$ cat src/rtl/otter_pkg.sv
// Shared types for the OTTER multicycle control path.
// Opcodes, next-PC selects, trap causes and sequencer states.
package otter_pkg;

  typedef enum logic [6:0] {
    OPC_LUI    = 7'b0110111,
    OPC_AUIPC  = 7'b0010111,
    OPC_JAL    = 7'b1101111,
    OPC_JALR   = 7'b1100111,
    OPC_BRANCH = 7'b1100011,
    OPC_LOAD   = 7'b0000011,
    OPC_STORE  = 7'b0100011,
    OPC_OP_IMM = 7'b0010011,
    OPC_OP     = 7'b0110011,
    OPC_SYSTEM = 7'b1110011
  } opcode_t;

  typedef enum logic [2:0] {
    PC4    = 3'd0,
    JALR   = 3'd1,
    BRANCH = 3'd2,
    JAL    = 3'd3,
    MTVEC  = 3'd4,
    MEPC   = 3'd5
  } pc_src_t;

  typedef enum logic [1:0] {
    CAUSE_NONE    = 2'd0,
    CAUSE_INTR    = 2'd1,
    CAUSE_ILLEGAL = 2'd2,
    CAUSE_BUS     = 2'd3
  } cause_t;

  typedef enum logic [1:0] {
    S_FETCH,
    S_EXEC,
    S_MEM_WAIT,
    S_TRAP
  } seq_state_t;

endpackage

$ cat src/rtl/pc_sequencer.sv
// Multicycle fetch/execute/memory/trap sequencer for the OTTER core.
// Outputs decode from state and inputs; state, wait count and cause are flops.
module pc_sequencer
  import otter_pkg::*;
#(
  parameter int TIMEOUT_CYCLES = 16
) (
  input  logic       CLK,
  input  logic       RESET_N,
  input  logic [6:0] OPCODE,
  input  logic [2:0] FUNCT3,
  input  logic       BR_TAKEN,
  input  logic       INTR,
  input  logic       MIE,
  input  logic       IMEM_VALID,
  input  logic       DMEM_VALID,
  output logic       IMEM_REQ,
  output logic       IR_WRITE,
  output logic       PC_WRITE,
  output logic [2:0] PC_SOURCE,
  output logic       DMEM_RDEN,
  output logic       DMEM_WE,
  output logic       RF_WE,
  output logic       CSR_WE,
  output logic       TRAP_TAKEN,
  output logic [1:0] CAUSE
);

  localparam int CW = $clog2(TIMEOUT_CYCLES);
  localparam logic [CW-1:0] CNT_MAX = CW'(TIMEOUT_CYCLES - 1);

  seq_state_t    state_q, state_d;
  logic [CW-1:0] cnt_q, cnt_d;
  cause_t        cause_q, cause_d;

  logic    imem_req, ir_write, pc_write;
  logic    dmem_rden, dmem_we, rf_we, csr_we;
  logic    trap_taken, done;
  pc_src_t src;
  cause_t  cause_o;

  logic op_alu, op_jal, op_jalr, op_br;
  logic op_mret, op_csr, op_ld, op_st;
  logic expired;
  logic [CW-1:0] cnt_inc;

  assign op_alu  = (OPCODE == OPC_OP) || (OPCODE == OPC_OP_IMM)
                || (OPCODE == OPC_LUI) || (OPCODE == OPC_AUIPC);
  assign op_jal  = (OPCODE == OPC_JAL);
  assign op_jalr = (OPCODE == OPC_JALR);
  assign op_br   = (OPCODE == OPC_BRANCH);
  assign op_mret = (OPCODE == OPC_SYSTEM) && (FUNCT3 == 3'b000);
  assign op_csr  = (OPCODE == OPC_SYSTEM) && (FUNCT3 != 3'b000);
  assign op_ld   = (OPCODE == OPC_LOAD);
  assign op_st   = (OPCODE == OPC_STORE);

  assign expired = (cnt_q == CNT_MAX);
  assign cnt_inc = expired ? cnt_q : cnt_q + 1'b1;

  always_comb begin
    state_d    = state_q;
    cnt_d      = cnt_q;
    cause_d    = cause_q;
    imem_req   = 1'b0;
    ir_write   = 1'b0;
    pc_write   = 1'b0;
    src        = PC4;
    dmem_rden  = 1'b0;
    dmem_we    = 1'b0;
    rf_we      = 1'b0;
    csr_we     = 1'b0;
    trap_taken = 1'b0;
    cause_o    = CAUSE_NONE;
    done       = 1'b0;

    unique case (state_q)
      S_FETCH: begin
        if (IMEM_VALID) begin
          imem_req = 1'b1;
          ir_write = 1'b1;
          state_d  = S_EXEC;
        end else if (expired) begin
          state_d = S_TRAP;
          cause_d = CAUSE_BUS;
        end else begin
          imem_req = 1'b1;
          cnt_d    = cnt_inc;
        end
      end

      S_EXEC: begin
        unique case (1'b1)
          op_alu: begin
            rf_we = 1'b1;
            done  = 1'b1;
          end
          op_jal: begin
            rf_we = 1'b1;
            src   = JAL;
            done  = 1'b1;
          end
          op_jalr: begin
            rf_we = 1'b1;
            src   = JALR;
            done  = 1'b1;
          end
          op_br: begin
            src  = BR_TAKEN ? BRANCH : PC4;
            done = 1'b1;
          end
          op_mret: begin
            src  = MEPC;
            done = 1'b1;
          end
          op_csr: begin
            csr_we = 1'b1;
            rf_we  = 1'b1;
            done   = 1'b1;
          end
          op_ld: begin
            dmem_rden = 1'b1;
            state_d   = S_MEM_WAIT;
          end
          op_st: begin
            dmem_we = 1'b1;
            state_d = S_MEM_WAIT;
          end
          default: begin
            state_d = S_TRAP;
            cause_d = CAUSE_ILLEGAL;
          end
        endcase
      end

      S_MEM_WAIT: begin
        if (DMEM_VALID) begin
          dmem_rden = op_ld;
          dmem_we   = op_st;
          rf_we     = op_ld;
          done      = 1'b1;
        end else if (expired) begin
          state_d = S_TRAP;
          cause_d = CAUSE_BUS;
        end else begin
          dmem_rden = op_ld;
          dmem_we   = op_st;
          cnt_d     = cnt_inc;
        end
      end

      S_TRAP: begin
        pc_write   = 1'b1;
        src        = MTVEC;
        trap_taken = 1'b1;
        cause_o    = cause_q;
        state_d    = S_FETCH;
      end

      default: state_d = S_FETCH;
    endcase

    // interrupts are only honoured at an instruction boundary
    if (done) begin
      pc_write = 1'b1;
      if (INTR && MIE) begin
        state_d = S_TRAP;
        cause_d = CAUSE_INTR;
      end else begin
        state_d = S_FETCH;
      end
    end

    if (state_d != state_q) cnt_d = '0;
  end

  always_ff @(posedge CLK or negedge RESET_N) begin
    if (!RESET_N) begin
      state_q <= S_FETCH;
      cnt_q   <= '0;
      cause_q <= CAUSE_NONE;
    end else begin
      state_q <= state_d;
      cnt_q   <= cnt_d;
      cause_q <= cause_d;
    end
  end

  assign IMEM_REQ   = RESET_N & imem_req;
  assign IR_WRITE   = RESET_N & ir_write;
  assign PC_WRITE   = RESET_N & pc_write;
  assign PC_SOURCE  = RESET_N ? src : 3'd0;
  assign DMEM_RDEN  = RESET_N & dmem_rden;
  assign DMEM_WE    = RESET_N & dmem_we;
  assign RF_WE      = RESET_N & rf_we;
  assign CSR_WE     = RESET_N & csr_we;
  assign TRAP_TAKEN = RESET_N & trap_taken;
  assign CAUSE      = RESET_N ? cause_o : 2'd0;

endmodule

$ cat config.mk
export PLATFORM = sky130hd
export DESIGN_NAME = pc_sequencer
export DESIGN_NICKNAME = d
export VERILOG_FILES = /design/src/rtl/otter_pkg.sv /design/src/rtl/pc_sequencer.sv
export SDC_FILE = /design/constraint.sdc
export NUM_CORES = 1
export LEC_CHECK = 0
export CAP_MARGIN = 20
export CORE_ASPECT_RATIO = 0.75
export CORE_MARGIN = 5
export CORE_UTILIZATION = 45
export CTS_CLUSTER_SIZE = 12
export DETAILED_ROUTE_END_ITERATION = 8
export PLACE_DENSITY = 0.83
export SYNTH_ARGS = -nofsm -noshare
export SYNTH_HDL_FRONTEND = slang
export SYNTH_SLANG_ARGS = --single-unit
export TNS_END_PERCENT = 100
$ cat constraint.sdc
create_clock -name CLK -period 4.2 [get_ports CLK]
set_input_delay 1.05 -clock CLK [delete_from_list [all_inputs] [get_ports CLK]]
set_output_delay 1.05 -clock CLK [all_outputs]
set_load 0.01 [all_outputs]
Yosys cells after proc, flatten, opt, wreduce, memory -nomap -nowiden --
Cells that the tools add are included.
Operators by class: add/sub/neg operators 1, multipliers 0, div/mod/pow operators 0, $lt $le $gt $ge 0, equal/unequal tests 17, shift operators 0, muxes and demuxes 48, bitwise logic cells 8, reduce and logical (&&, ||, !) cells 15
Operators with widths (number):
- $eq 7x7->1 const B | 4
- $mux 2 | 14
- $eq 7x6->1 const B | 3
- $mux 1 | 19
- $mux 4 | 4
- $eq 7x5->1 const B | 2
- $pmux 3 s4 | 1
- $and 1x1->1 | 8
- $pmux 1 s2 | 4
- $pmux 2 s4 | 1
- $pmux 4 s2 | 1
- $reduce_or 8->1 | 1
- $eq 7x2->1 const B | 1
- $ne 3x3->1 const B | 2
- $pmux 2 s3 | 1
- $pmux 3 s2 | 1
- $reduce_bool 3->1 | 2
- $reduce_or 6->1 | 1
- $add 4x1->4 const B | 1
- $eq 2x2->1 const B | 2
- $eq 4x4->1 const B | 1
- $pmux 2 s2 | 1
- $reduce_or 4->1 | 1
- $logic_and 1x1->1 | 3
- 8 further kinds | 10
Storage, ports and cells: bits in registers 8, latch bits 0, RAM bits 0, ROM bits 0, bits of input ports 17, output and inout bits 13, logic and storage cells 92, memories 0

Depth between registers and ports, before layout --
Gate-level depths: netlist of run 1.
depth after elaboration 11, mapped depth 8, depth with buffers taken out 8

Least setup slack after synthesis of run 1 --
Ideal clock, no wire load.
path kind input port to output port, start in OPCODE[3], end out PC_SOURCE[1], arrival 2.191 ns, required time 3.150 ns, path slack 0.959 ns, stages 6, buffers on the path 0, cell sequence and4bb_1 and2_1 nand3_1 a21oi_1 a22o_1 and3_1
On the way: word-level cells in the longest chain between the ends 5, elaborated cells between the ends (all ways) 8, classes of those cells 4 x eq/ne; 3 x mux; 1 x reduce/logical
Ends and longest elaborated chain:
- start, declared | line pc_sequencer.sv:10 | input logic [6:0] OPCODE,
- $eq 7x7->1 | line pc_sequencer.sv:52 | assign op_mret = (OPCODE == OPC_SYSTEM) && (FUNCT3 == 3'b000);
- $logic_and 1x1->1 | line pc_sequencer.sv:52
- $pmux 3 s4 * | line pc_sequencer.sv:92 | unique case (1'b1)
- $pmux 3 s2 * | line pc_sequencer.sv:76 | unique case (state_q)
- $mux 3 * | line pc_sequencer.sv:191 | assign PC_SOURCE = RESET_N ? src : 3'd0;
- end, declared | line pc_sequencer.sv:20 | output logic [2:0] PC_SOURCE,
Mark *: on every way between the ends. The rest lies on a longest branch, timed or not.

Final worst setup path of run 1 --
start in OPCODE[2], end out RF_WE
On the way: word-level cells in the longest chain between the ends 8, elaborated cells between the ends (all ways) 17, classes of those cells 8 x eq/ne; 3 x mux; 1 x bitwise; 5 x reduce/logical
Ends and longest elaborated chain:
- $eq 7x6->1 / $eq 7x5->1 (equally long branches) | line pc_sequencer.sv:47 | assign op_alu = (OPCODE == OPC_OP) || (OPCODE == OPC_OP_IMM)
- $logic_or 1x1->1 | line pc_sequencer.sv:47
- $logic_or 1x1->1 (2 in series) | line pc_sequencer.sv:48 | || (OPCODE == OPC_LUI) || (OPCODE == OPC_AUIPC);
- $reduce_or 4->1 (no source line)
- $mux 1 | line pc_sequencer.sv:92
- $pmux 1 s2 * | line pc_sequencer.sv:76
- $and 1x1->1 * | line pc_sequencer.sv:194 | assign RF_WE = RESET_N & rf_we;
- end, declared | line pc_sequencer.sv:23 | output logic RF_WE,
Marked as above.

==> out/results.tsv, run 1 <==
metric	value	unit
final_cell_mix	28 x clkdlybuf4s50_1, 13 x nor2_1, 11 x nand2_1	
die_x	62.1	um
synthCells	119	
n_antenna_cell	0	
place_hpwl	2.40	mm
maxSlewHeadroom	73.2	%
fin_nets	183	
drive_gt1_share	13.2	%
cp_data_required_time	3.15	ns
r2r_setup_slack	1.79	ns
yosysSeqAreaShare	21.9	%
crit_type	input port to primary output	
clock-root-buffer	clkbuf_4	
fmax	0.246	GHz
drt_pass1_iterations	4	
synth_edf_count	0	
fin_setup_tns	0	ns
design_area	0.00133	mm^2
ant_nets	0	
fillCellCount	178	
wl_per_cell	15.6	um
worstSetupStartpointType	input port	
p_total	0.000608	W
combPwrFrac	70.6	%
synthArstFlopShare	100	%
final_cells	183	
drc	0	
yosysUniqueCellTypes	42	
syn_nets	141	
chipHeight	49.0	um
maxSlewViolCount	0	
overflow	0	
grt_max_degree	16	
p_per_area	459	mW/mm^2
ff2ff_path_depth	9	
place_ws	0.0853	ns
drt_iter0_markers	77	
maxCapViolCount	0	
antenna_found_initial	0	
ys_ff_latch	8	
die-area	0.00304	mm^2
seq_power_share	20.4	%
tightest_slew	0.402	ns
coreArea	0.00198	mm^2
place.gp.congestion	0.913	
viasPerCell	6.04	
rsz0062_at_grt	false	
fin_crit	4.07	ns
grt_pass1_wl	4.77	mm
syn_area_per_cell	7.69	um^2
netSwitchingFraction	49.6	%
grt_pass1_vias	1029	
clkSlewWorstSetupHoldPaths	0.05	ns
grt_usage	20.5	%
clkPwrFrac	9.1	%
port_buffers	29	
rr_endpoint	cnt_q[0]	
route.vias.total	1105	
p_sw	0.000302	W
internal_power	0.000307	W
clk_latency	0.25	ns
cts_tree	done	
area_growth	44.9	%
min_from	cause_q[0]	
r2r_start	state_q[0]	
final-setup-viol-count	0	
hold_violations	0	
synth_top_flop_cell	dfrtp_1	
p_leak	0.576	nW
htree_levels	1	
layout_commonest_cell	clkdlybuf4s50_1	
clk_path_buf_depth	2	
cts_setup_buffers	0	
peakVddDrop	0.000360	V
start_util	46.2	%
rows	14	
path_max_fanout	3	
min_to	cause_q[0]	
yosys_warnings	0	
cp.arrival	3.02	ns
setup_ws	0.133	ns
clock-sinks	8	
placed_cells	180	
dpl_cell_area	0.00129	mm^2
skew	0.00473	ns
holdCritPathClass	register to register	
cts_buffers	3	
status	completed	
syn_area	915	um^2
ios	30	
wl	2.86	mm
fin_crit_sh	96.8	%
critPathCaptureType	primary output	
min_path_cells	2	
==> worst max-delay path by stage <==
stage                     slack (ns)            to  startpoint
after floorplan                 0.96  PC_SOURCE[1]   OPCODE[3]
after global placement          0.15  PC_SOURCE[1]   OPCODE[2]
after detailed placement        0.09  PC_SOURCE[1]   OPCODE[6]
after CTS                       0.08  PC_SOURCE[1]   OPCODE[6]
after global routing            0.01         RF_WE   OPCODE[2]
final                           0.13         RF_WE   OPCODE[2]
==> layout make-up <==
type | instances | area (um^2) | area share [%]
clock buffers | 3 | 22.5 | 1.70
inverters | 4 | 15.0 | 1.13
multi-input cells | 107 | 704 | 53.2
flip-flops and latches | 8 | 200 | 15.1
well taps | 24 | 30.0 | 2.27
repair buffers | 37 | 353 | 26.6
==> critical path, cell delays in order <==
cell             delay, ns
clkdlybuf4s50_1       0.43
and4bb_2              0.34
and2_1                0.16
nand2_1               0.09
o211ai_1              0.22
a22oi_1               0.09
nor2_1                0.09
clkdlybuf4s50_1       0.54
==> cell families (layout without fill, tap and decap cells) <==
group / Yosys count / after routing / share of synthesized area (%)
AO/OA/AOI/OAI: 36 / 36 / 29.6
flip-flops: 8 / 8 / 21.9
adder cells (fa/ha/maj): 5 / 5 / 6.84
buffers and inverters: 4 / 44 / 1.64
multiplexers: 1 / 1 / 1.09
XOR/XNOR: 3 / 3 / 2.87
AND/OR/NAND/NOR: 62 / 62 / 36.1
==> synth_stat cells (2+ instances only) <==
cell type  number  area (um^2)
a31oi_1         2         12.5
and2_1          5         31.3
o21ai_0         6         30.0
xor2_1          2         17.5
nor3_1         10         50.1
inv_1           4         15.0
and3_1          6         37.5
nand2_1        11         41.3
nand4_1         3         18.8
o2bb2ai_1       2         17.5
dfrtp_1         8          200
ha_1            5         62.6
nand3_1         6         30.0
a311o_1         2         20.0
o21ai_1         2         10.0
nor2_1         13         48.8
a21oi_1         7         35.0
==> flip-flops by register name, summed over array words and instances, names as in the netlist <==
name	flops
cause_q	2
cnt_q	4
state_q	2
==> layer usage <==
| layer | share of wire, % | vias up | track usage (%) |
|---|---|---|---|
| li1 | - | 538 | - |
| met1 | 48 | 514 | 31.5 |
| met2 | 44 | 51 | 28.8 |
| met3 | 7.6 | 2 | 5.29 |
| met4 | 0.56 | 0 | 2.83 |
| met5 | 0 | - | 0 |
==> power groups by stage <==
stage / Clock, W / Combinational [W] / Sequential [W]
final: 0.0000553 / 0.000429 / 0.000124
after global routing: 0.0000679 / 0.000468 / 0.000127
after CTS: 0.0000592 / 0.000421 / 0.000123
after detailed placement: 0 / 0.000418 / 0.000124
after global placement: 0 / 0.000404 / 0.000121
after floorplan: 0 / 0.000296 / 0.000115
==> stage by stage <==
| stage | util, % | hold WS (ns) |
|---|---|---|
| floorplan | - | 0.449 |
| global placement | 65.4 | 0.487 |
| detailed placement | 65.4 | 0.485 |
| CTS | 66.6 | 0.496 |
| global route | 66.9 | 0.550 |
| finish | 66.9 | 0.495 |
==> what timing repair did <==
action	CTS	global route
setup endpoints to repair	0	1
resized for setup	0	4
hold buffers	0	0
Power figures use the tool's default switching activity.
==> run 2: changes to the inputs <==
CAP_MARGIN = 5   (was 20)
CORE_UTILIZATION = 25   (was 45)
PLACE_DENSITY = 0.53   (was 0.83)
==> out/results.tsv, run 2 (synthesized netlist as in run 1, its figures left out) <==
metric	value	unit	change
r2r_setup_slack	1.94	ns	+0.15 ns
fillCellCount	363		+100%
fin_setup_tns	0	ns	unchanged
cts_tree	done		
maxSlewViolCount	0		unchanged
ant_nets	0		unchanged
p_leak	0.562	nW	-2.6%
p_total	0.000621	W	+2.0%
start_util	25.5	%	-21 points
ctsHoldBuffers	0		unchanged
tightest_slew	0.364	ns	-0.0378 ns
overflow	0		unchanged
cts_setup_buffers	0		unchanged
cp_data_required_time	3.15	ns	about the same
critPathCaptureType	primary output		
route.vias.total	1046		-5.3%
r2r_start	state_q[0]		
hold_violations	0		unchanged
coreArea	0.00359	mm^2	+81%
fin_crit	4.10	ns	+0.0333 ns
drc	0		unchanged
ff2ff_path_depth	8		-1
drt_iter0_markers	48		-38%
port_buffers	29		unchanged
largest_reg_flops	4		unchanged
chipHeight	62.4	um	+27%
drt_pass1_iterations	6		+2
worstSetupStartpointType	input port		
place_ws	0.0908	ns	+0.00551 ns
ios	30		unchanged
skew	0.00153	ns	-0.00320 ns
status	completed		
final_cell_mix	29 x clkdlybuf4s50_1, 13 x nor2_1, 11 x nand2_1		
clkSlewWorstSetupHoldPaths	0.04	ns	about the same
grt_usage	10.6	%	-9.8 points
die_x	79.8	um	+29%
rr_endpoint	cnt_q[0]		
die-area	0.00498	mm^2	+64%
peakVddDrop	0.000180	V	-50%
wl_per_cell	12.4	um	-21%
reg_top3	cnt_q (4), cause_q (2), state_q (2)		
rows	19		+5
cp-endpoint	PC_SOURCE[1]		
dpl_cell_area	0.00132	mm^2	+2.1%
clk_path_buf_depth	2		unchanged
wl	2.61	mm	-8.9%
setup_ws	0.100	ns	-0.0333 ns
cts_buffers	3		unchanged
design_area	0.00137	mm^2	+3.2%
fmax	0.244	GHz	-0.81%
drive_gt1_share	12.0	%	-1.2 points
grt_max_degree	11		-5
htree_levels	1		unchanged
cp.arrival	3.05	ns	+0.03 ns
crit_type	input port to primary output		
holdCritPathClass	register to register		
rsz0062_at_grt	false		
path_max_fanout	3		unchanged
final-setup-viol-count	0		unchanged
fin_nets	182		-0.55%
min_from	cause_q[0]		
p_per_area	454	mW/mm^2	-1.2%
layout_commonest_cell	clkdlybuf4s50_1		
grt_pass1_vias	914		-11%
cp-startpoint	OPCODE[0]		
viasPerCell	4.98		-18%
area_growth	49.5	%	
place_hpwl	2.20	mm	-8.1%
fin_crit_sh	97.6	%	+0.79 points
n_antenna_cell	0		unchanged
grt_pass1_wl	4.28	mm	-10%
top_register	cnt_q		
antenna_found_initial	0		unchanged
clock-root-buffer	clkbuf_8		
maxSlewHeadroom	75.5	%	+2.3 points
clk_latency	0.22	ns	-0.03 ns
place.gp.congestion	0.855		-6.4%
utilization	38.1	%	-29 points
clock-sinks	8		unchanged
maxCapViolCount	0		unchanged
[run 2: changes by cell type in the layout (fill, tap and decap cells not counted)]
| cell | previous run | this run |
|---|---|---|
| clkbuf_4 | 3 | 0 |
| and4bb_1 | 0 | 1 |
| clkbuf_8 | 0 | 3 |
| and2_4 | 1 | 0 |
| clkdlybuf4s50_1 | 28 | 29 |
| dlymetal6s2s_1 | 1 | 0 |
| and2_2 | 0 | 1 |
| and4bb_2 | 1 | 0 |
| buf_4 | 8 | 7 |
[run 2: cell type report]
cell class              instances  area, um^2  share of cell area [%]
repair buffers                 36         343                    25.1
flip-flops and latches          8         200                    14.6
multi-input cells             107         703                    51.4
clock buffers                   3        41.3                    3.02
inverters                       4        15.0                    1.10
well taps                      52        65.1                    4.76
[run 2: metrics by stage]
stage               cells  hold slack [ns]
floorplan             119            0.449
global placement      207            0.485
detailed placement    207            0.488
CTS                   210            0.498
global route          210            0.537
finish                210            0.490
[run 2: how the worst min path moves through the flow]
stage                 endpoint  cells past startpoint
finish              cause_q[0]                      2
global route        cause_q[0]                      2
CTS                 cause_q[0]                      2
detailed placement  cause_q[0]                      2
global placement    cause_q[0]                      2
floorplan           cause_q[0]                      2
[run 2: report_power, final]
group	internal [W]	leakage (nW)	switching (W)
logic	0.000175	0.434	0.000233
clock network	0.0000619	0.0216	0.0000281
registers	0.0000970	0.106	0.0000256
[run 2: repair_timing]
| item | in CTS | in global routing |
|---|---|---|
| resized for setup | 0 | 1 |
| hold endpoints to repair | 0 | 0 |
| setup endpoints to repair | 0 | 1 |
[run 2: per-layer routing]
| layer | vias to the layer above | track usage (%) | share of wire (%) |
|---|---|---|---|
| met2 | 30 | 14.2 | 41 |
| met1 | 479 | 16.4 | 51 |
| met3 | 4 | 3.17 | 6.7 |
| met5 | - | 0 | 0 |
| li1 | 533 | - | - |
| met4 | 0 | 2.53 | 0.84 |
[run 2: critical path, cell delays in order]
cell and delay, ns:
clkdlybuf4s50_1 0.49, and4bb_1 0.27, and2_1 0.17, nand3_1 0.10, a21oi_2 0.16, a22o_1 0.13, and3_1 0.15, clkdlybuf4s50_1 0.53
==> run 3: changes to the inputs <==
CORE_UTILIZATION = 49   (was 25)
PLACE_DENSITY = 0.89   (was 0.53)
SETUP_SLACK_MARGIN = 0.3   (was unset)
==> out/results.tsv, run 3 (synthesized netlist as in run 1, its figures left out) <==
metric	value	unit	change
maxSlewHeadroom	73.1	%	-2.4 points
reg_top3	cnt_q (4), cause_q (2), state_q (2)		
port_buffers	29		unchanged
cts_tree	done		
place_ws	0.0768	ns	-0.0140 ns
drc	0		unchanged
regArea	200	um^2	unchanged
cp_cell_sequence	clkdlybuf4s50_1 > buf_4 > nor2_1 > nand4_1 > a41oi_2 > o21a_1 > clkdlybuf4s50_1		
worstSetupStartpointType	input port		
multiInputGateArea	711	um^2	+1.1%
critPathCaptureType	primary output		
clk_latency	0.26	ns	+0.04 ns
ant_nets	0		unchanged
cts_buffers	3		unchanged
htree_levels	1		unchanged
tightest_slew	0.404	ns	+0.0397 ns
ctsHoldBuffers	0		unchanged
grt_pass1_vias	1036		+13%
critPathMaxStageDelay	0.53	ns	about the same
fillCellCount	135		-63%
top_register	cnt_q		
hold_violations	0		unchanged
grt_usage	23.8	%	+13 points
place.gp.congestion	0.922		+7.8%
chipHeight	47.4	um	-24%
overflow	0		unchanged
maxSlewViolCount	0		unchanged
start_util	52.1	%	+27 points
crit_type	input port to primary output		
rows	13		-6
wl	3.06	mm	+18%
clock-root-buffer	clkbuf_4		
die_x	59.9	um	-25%
min_from	cause_q[0]		
ios	30		unchanged
drt_iter0_markers	63		+31%
wl_per_cell	16.8	um	+36%
cpLargestDelayFamily	buffers and inverters		
clk_path_buf_depth	2		unchanged
clock-sinks	8		unchanged
cp_data_required_time	3.15	ns	about the same
final-setup-viol-count	0		unchanged
cp.buffers_inverters	3		+1
cp.arrival	2.89	ns	-0.16 ns
setup_ws	0.259	ns	+0.159 ns
fin_setup_tns	0	ns	unchanged
cp.depth	7		-1
holdCritPathClass	register to register		
p_leak	0.621	nW	+10%
coreArea	0.00176	mm^2	-51%
peakVddDrop	0.000356	V	+98%
fin_nets	184		+1.1%
fin_crit	3.94	ns	-0.159 ns
die-area	0.00284	mm^2	-43%
r2r_start	state_q[0]		
antenna_found_initial	0		unchanged
viasPerCell	6.21		+25%
fin_crit_sh	93.8	%	-3.8 points
whs	0.504	ns	+0.0142 ns
route.vias.total	1130		+8.0%
largest_reg_flops	4		unchanged
status	completed		
fmax	0.254	GHz	+4.0%
cp-startpoint	OPCODE[3]		
grt_pass1_wl	4.83	mm	+13%
final_cell_mix	24 x clkdlybuf4s50_1, 13 x nor2_1, 11 x nand2_1		
clkSlewWorstSetupHoldPaths	0.05	ns	about the same
layout_commonest_cell	clkdlybuf4s50_1		
ff2ff_path_depth	10		+2
drive_gt1_share	15.6	%	+3.6 points
maxCapViolCount	0		unchanged
skew	0.00492	ns	+0.00339 ns
crit_slowest_cell	clkdlybuf4s50_1		
cp_common_cell	clkdlybuf4s50_1		
p_per_area	461	mW/mm^2	+1.6%
n_antenna_cell	0		unchanged
drt_pass1_iterations	4		-2
place_hpwl	2.42	mm	+9.6%
min_path_cells	2		unchanged
grt_max_degree	16		+5
path_max_fanout	4		+1
area_growth	46.1	%	
rsz0062_at_grt	true		
## run 3: cell count changes in the layout (fill, tap and decap cells not counted), moves of 2 or more
cell,change
buf_4,+2
clkbuf_4,+3
clkbuf_8,-3
clkdlybuf4s50_1,-5
dlymetal6s2s_1,+3
## run 3: layout make-up
type / count / area share, %
Tap cell: 22 / 2.06
Multi-Input combinational cell: 107 / 53.2
Inverter: 4 / 1.12
Sequential cell: 8 / 15.0
Clock buffer: 3 / 1.69
Timing Repair Buffer: 38 / 27.0
## run 3: per-layer routing
metal  vias to the layer above  GRT usage (%)  share of wire (%)
li1                        538              -                  -
met1                       528           33.1                 46
met2                        56           35.8                 43
met3                         8           5.66                8.4
met4                         0           9.73                2.3
met5                         -              0                  0
## run 3: stage by stage
step / cells / utilization [%] / power [W] / instance area (um^2)
after floorplan: 119 / - / 0.000410 / 915
after global placement: 178 / 73.6 / 0.000526 / 1290
after detailed placement: 178 / 73.6 / 0.000541 / 1290
after CTS: 181 / 75.3 / 0.000606 / 1320
after global routing: 182 / 76.1 / 0.000663 / 1340
final: 182 / 76.1 / 0.000616 / 1340
## run 3: timing repair
item | in CTS | in global routing
resized for setup | 5 | 8
endpoints found under the setup margin | 4 | 8
setup buffers | 0 | 1
pin swaps | 3 | 2
## run 3: worst register-to-register path, stage by stage (launching register included)
cell,delay (ns)
dfrtp_1,0.49
inv_1,0.14
ha_1,0.29
and2_1,0.19
o21ai_0,0.25
a41oi_2,0.08
buf_4,0.16
buf_4,0.13
a311o_1,0.36
a22oi_2,0.25
nor3_1,0.10
## run 3: where the power goes
part	leakage, nW	internal (W)	switching (W)
registers	0.106	0.0000968	0.0000273
logic	0.501	0.000179	0.000253
clock network	0.0138	0.0000327	0.0000269
## run 3: final timing paths
check                        endpoint  slack, ns
max in group asynchronous  cause_q[0]       2.88
min                        cause_q[0]       0.50
min reg2reg                cause_q[0]       0.50
max                          PC_WRITE       0.26
max reg2reg                  cnt_q[3]       1.65
min in group asynchronous    cnt_q[2]       1.15
